--- src/rtl/tron_mem_sequencer.sv ---
// tron_mem_sequencer: arbitrates the single-port shared memory between
// instruction fetch and data load/store. Data access wins over fetch,
// requests are only sampled in IDLE, and the instruction and load-data
// registers each keep their value until their own kind of capture.
module tron_mem_sequencer #(
  parameter int DATA_W  = 16,
  parameter int ADDR_W  = 16,
  parameter int MEM_LAT = 1
) (
  input  logic              clk,
  input  logic              reset,
  input  logic [ADDR_W-1:0] pc,
  input  logic              fetch_req,
  input  logic              data_req,
  input  logic              data_we,
  input  logic [ADDR_W-1:0] data_addr,
  input  logic [DATA_W-1:0] data_wdata,
  output logic              req_ack,
  output logic [ADDR_W-1:0] mem_addr,
  output logic [DATA_W-1:0] mem_wdata,
  output logic              mem_we,
  input  logic [DATA_W-1:0] mem_rdata,
  output logic [DATA_W-1:0] instruction,
  output logic [DATA_W-1:0] mem_data,
  output logic              instr_valid,
  output logic              data_done,
  output logic              fetch_phase,
  output logic              busy
);

  // The wait counter is 3 bits wide, so only latencies of 1..7 fit.
  if (MEM_LAT < 1 || MEM_LAT > 7) begin : g_bad_mem_lat
    $error("tron_mem_sequencer: MEM_LAT must be in 1..7");
  end

  localparam logic [2:0] LAT3 = 3'(MEM_LAT);

  typedef enum logic [1:0] {
    IDLE  = 2'd0,
    FWAIT = 2'd1,
    RWAIT = 2'd2,
    WRITE = 2'd3
  } state_t;

  state_t     state;
  logic [2:0] cnt;

  // Acknowledge is combinational so the requester can drop its level
  // request on the very next cycle.
  assign req_ack = (state == IDLE) && (fetch_req || data_req);
  assign busy    = (state != IDLE);

  // Sequencer FSM with all memory-side and result outputs registered.
  always_ff @(posedge clk or posedge reset) begin
    if (reset) begin
      state       <= IDLE;
      cnt         <= 3'd0;
      mem_addr    <= '0;
      mem_wdata   <= '0;
      mem_we      <= 1'b0;
      instruction <= '0;
      mem_data    <= '0;
      instr_valid <= 1'b0;
      data_done   <= 1'b0;
      fetch_phase <= 1'b0;
    end else begin
      instr_valid <= 1'b0;
      data_done   <= 1'b0;
      mem_we      <= 1'b0;
      case (state)
        IDLE: begin
          if (data_req) begin
            mem_addr <= data_addr;
            if (data_we) begin
              mem_wdata <= data_wdata;
              mem_we    <= 1'b1;
              state     <= WRITE;
            end else begin
              cnt   <= LAT3;
              state <= RWAIT;
            end
          end else if (fetch_req) begin
            mem_addr    <= pc;
            fetch_phase <= 1'b1;
            cnt         <= LAT3;
            state       <= FWAIT;
          end
        end
        FWAIT: begin
          if (cnt == 3'd0) begin
            instruction <= mem_rdata;
            instr_valid <= 1'b1;
            fetch_phase <= 1'b0;
            state       <= IDLE;
          end else begin
            cnt <= cnt - 3'd1;
          end
        end
        RWAIT: begin
          if (cnt == 3'd0) begin
            mem_data  <= mem_rdata;
            data_done <= 1'b1;
            state     <= IDLE;
          end else begin
            cnt <= cnt - 3'd1;
          end
        end
        WRITE: begin
          data_done <= 1'b1;
          state     <= IDLE;
        end
        default: state <= IDLE;
      endcase
    end
  end

endmodule
--- config.mk ---
export PLATFORM = sky130hd
export DESIGN_NAME = tron_mem_sequencer
export DESIGN_NICKNAME = d
export VERILOG_FILES = /design/src/rtl/tron_mem_sequencer.sv
export SDC_FILE = /design/constraint.sdc
export NUM_CORES = 1
export LEC_CHECK = 0
export CORE_MARGIN = 5
export CORE_UTILIZATION = 40
export CTS_CLUSTER_DIAMETER = 30
export DETAILED_ROUTE_END_ITERATION = 6
export GPL_ROUTABILITY_DRIVEN = 0
export GPL_TIMING_DRIVEN = 0
export PLACE_DENSITY = 0.85
export SLEW_MARGIN = 0
export SYNTH_ARGS = -nofsm -noshare
export SYNTH_HDL_FRONTEND = slang
export SYNTH_SLANG_ARGS = --single-unit
export TNS_END_PERCENT = 100
--- constraint.sdc ---
create_clock -name clk -period 3.1 [get_ports clk]
set_input_delay 0.465 -clock clk [delete_from_list [all_inputs] [get_ports clk]]
set_output_delay 0.465 -clock clk [all_outputs]
set_load 0.02 [all_outputs]
# Word-level counts from Yosys, hierarchy flattened
# Cells that the tools add are included.
# Widths: inputs -> output; s select.
# word_totals
input_bits	69
elab_cells	59
register_bits	73
# classes
reduce_logical	16
n_addsub	1
n_mux	22
n_eq_ne	10
# ops
op	n
$mux 16	2
$mux 3	4
$mux 1	9
$ne 2x2->1 const B	4
$reduce_and 2->1	4
$reduce_and 4->1	2
$reduce_bool 2->1	4
$mux 2	3
$ne 3x3->1 const B	2
$pmux 2 s3	1
$pmux 3 s2	1
$eq 2x2->1 const B	2
$pmux 1 s2	2
$logic_not 3->1	1
$reduce_and 3->1	1
$sub 3x1->3 const B	1
$eq 2x1->1 const B	1
$logic_not 2->1	1
$ne 2x1->1 const B	1
$reduce_or 2->1	1
$logic_and 1x1->1	1
$logic_or 1x1->1	1

# Longest topological paths before layout
# depth
word_depth	4
ltp_mapped	7
depth_no_buf	5

# Least setup slack after synthesis
# Ideal clock, no wire load.
# synth_timing
path_kind	register -> output
from	register state[0]
to	output req_ack
stages_incl_launch_ff	6
t_arrival_ns	1.263
required_ns	2.635
n_path_buf	1
setup_slack_ns	1.372
path_cell_list	dfrtp_1 inv_1 ha_1 o21ai_1 clkbuf_1 inv_1
# synth_via
elab_chain_len	2
# synth_rtl
item	line	text
from (decl)	45	state_t state;
from (signal assigned)	56	state <= IDLE;
from (signal assigned)	77	state <= WRITE;
from (signal assigned)	80	state <= RWAIT;
$logic_not 2->1	50	assign req_ack = (state == IDLE) && (fetch_req || data_req);
$logic_and 1x1->1	50	
to (decl)	18	output logic req_ack,
# Every way passes these cells.

# Final worst setup path
# layout_timing
from	input fetch_req
to	output req_ack
# layout_via
elab_chain_len	2
# layout_rtl
item	line	text
from (decl)	13	input logic fetch_req,
$logic_or 1x1->1	50	
$logic_and 1x1->1	50	
# Every way passes these cells.

==> metrics.yaml <==
finalCriticalPeriod_ns: 2.93
dp_hpwl_um: 5820
io_pins: 139
antenna_found_initial: 0
rows: 32
core_um2: 7730
synth_warnings: 0
clk_latency_ns: 0.33
port_buffers: 138
swShare_pct: 36.9
clkTransAtPathRegs_ns: 0.07
status: "completed"
p_switching_mw: 1.86
syn_area_um2: 3160
num_vias: 2330
synth_common_cells: "73 x dfrtp_1, 37 x mux2_2, 19 x nand2_1"
comb_power_share_pct: 52.4
cts_tree: "yes"
dpl_cell_area_um2: 4670
vias_per_cell: 4.80
die_width_um: 98.9
nets: 456
cts_resized: 0
power_density_nw_per_um2: 1040
htreeDepth: 3
synth.most_common_cell: "dfrtp_1"
ys_async_sr_fraction_pct: 100
die_y_um: 98.9
drc: 0
fin_crit_sh_pct: 94.5
yosysTopAreaCell: "dfrtp_1"
grt_overflow: 0
r2r_setup_slack_ns: 1.25
drt_first_iter_violations: 89
syn_inst: 230
skew_ns: 0.00926
postCtsSetupRepairBufs: 0
slew_viol_final: 0
start_kind: "input pin"
design_area_um2: 4870
ys_ff_latch: 73
clock_sinks: 73
pwr-share-clk_pct: 14.4
syn_nets: 307
dp_cells: 470
slew_headroom_pct: 40.4
cts-root-buf: "clkbuf_8"
max_cap_violations: 0
min_path_type: "flop to flop"
worst_pin_slew_ns: 0.894
dieArea_um2: 9780
cts_buffers: 9
drive_above_1_share_pct: 19.8
initial_core_util_pct: 40.9
grt_pass1_wl_um: 12400
hold_viol: 0
whs_ns: 0.491
power_frac_seq_pct: 33.1
routed_wl_um: 7680
syn2layout_area_growth_pct: 53.9
p_int_mw: 3.18
required_ns: 2.63
grt_max_degree: 74
ys_types: 31
antennaDiodeCount: 0
rsz0062_at_grt: "no"
synth_ff_type: "dfrtp_1"
hold_buffers: 0
wire_per_inst_um: 15.8
setup.worst_path.class: "input pin to primary output"
clockBufferDepth: 2
setup_violations: 0
syn_area_per_cell_um2: 13.7
synth_edf_count: 0
synth_area_leaders: "dfrtp_1 58%, mux2_2 13%, mux2i_1 5.7%, mux2_4 4.7%, ha_1 3.2%"
first_pass_iters: 4
synth.top_cell.area_share_pct: 57.8
instances_no_fill: 485
fmax_ghz: 0.342
grt_usage_pct: 15.7
cp.arrival_ns: 2.46
seq_area_frac_synth_pct: 57.8
drtAntennaViolNets: 0
crit_fanout: 10
p_leak_nw: 2.19
ir_drop_mv: 0.650
grt_pass1_vias: 2577
crit_path_end_kind: "primary output"
[state kept, by name, summed over array words and instances (netlist names)]
name         cells
mem_addr        16
mem_wdata       16
cnt              3
mem_we           1
instruction     16
instr_valid      1
data_done        1
mem_data        16
state            2
fetch_phase      1
[per-layer routing]
metal / global-route usage, % / vias up / part of all wire, %
met4: 4.62 / 0 / 1.1
met1: 18.4 / 1123 / 41
met3: 7.01 / 9 / 11
li1: - / 1097 / -
met2: 26.0 / 101 / 48
met5: 0 / - / 0
[kinds of logic after synthesis]
logic type,synth area share (%)
flops,57.8
mux,24.3
simple gates,5.50
compound gates,5.62
buf+inv,3.60
fa+ha+maj,3.17
[critical path, stage by stage]
cell and delay (ns):
clkdlybuf4s50_1 0.51, o21ai_1 0.43, clkbuf_1 0.41, inv_1 0.08, clkdlybuf4s50_1 0.55
[through the flow]
stage / utilization [%] / setup WS [ns] / power [mW] / TNS (ns)
CTS: 63.0 / 0.123 / 5.11 / 0
global placement: 60.4 / -0.389 / 4.27 / -27.98
floorplan: - / 0.782 / 3.09 / 0
finish: 63.0 / 0.172 / 5.04 / 0
global route: 63.0 / 0.0370 / 5.35 / 0
detailed placement: 60.5 / 0.141 / 4.37 / 0
[path summary, 6_finish.rpt]
kind | from | to | cells after the start
min in group asynchronous | reset | mem_wdata[10]$_DFFE_PP0P_ | 2
hold reg to reg | mem_addr[10]$_DFFE_PP0P_ | mem_addr[10]$_DFFE_PP0P_ | 2
setup / recovery | fetch_req | req_ack | 5
setup reg to reg | state[1]$_DFFE_PP0P_ | mem_wdata[6]$_DFFE_PP0P_ | 7
max in group asynchronous | reset | instruction[1]$_DFFE_PP0P_ | 2
hold / removal | mem_addr[10]$_DFFE_PP0P_ | mem_addr[10]$_DFFE_PP0P_ | 2
[final cells by class]
cell class	count	area, um2
Inverter	11	43.8
Tap cell	102	128
Timing Repair Buffer	138	1380
Multi-Input combinational cell	136	1220
Clock inverter	5	56.3
Sequential cell	73	1830
Fill cell	585	2860
Buffer	10	72.6
Clock buffer	10	138
[power groups by stage]
stage | Combinational [mW] | Clock [mW] | Sequential [mW]
finish | 2.64 | 0.726 | 1.67
CTS | 2.69 | 0.747 | 1.68
global route | 2.83 | 0.791 | 1.73
floorplan | 0.879 | 0 | 2.21
global placement | 2.61 | 0 | 1.66
detailed placement | 2.67 | 0 | 1.69
[cells in the final DEF, fill, tap and decap left out, drive strengths merged, types with 2 or more instances in the layout]
cell,count
clkdlybuf4s50,138
clkinv,3
o21ai,19
ha,8
a211o,2
buf,7
mux2,49
nand2,21
a31o,2
dfrtp,73
clkbuf,13
inv,11
mux2i,18
nor2,3
nand2b,3
a311oi,2
Power figures use the tool's default switching activity.
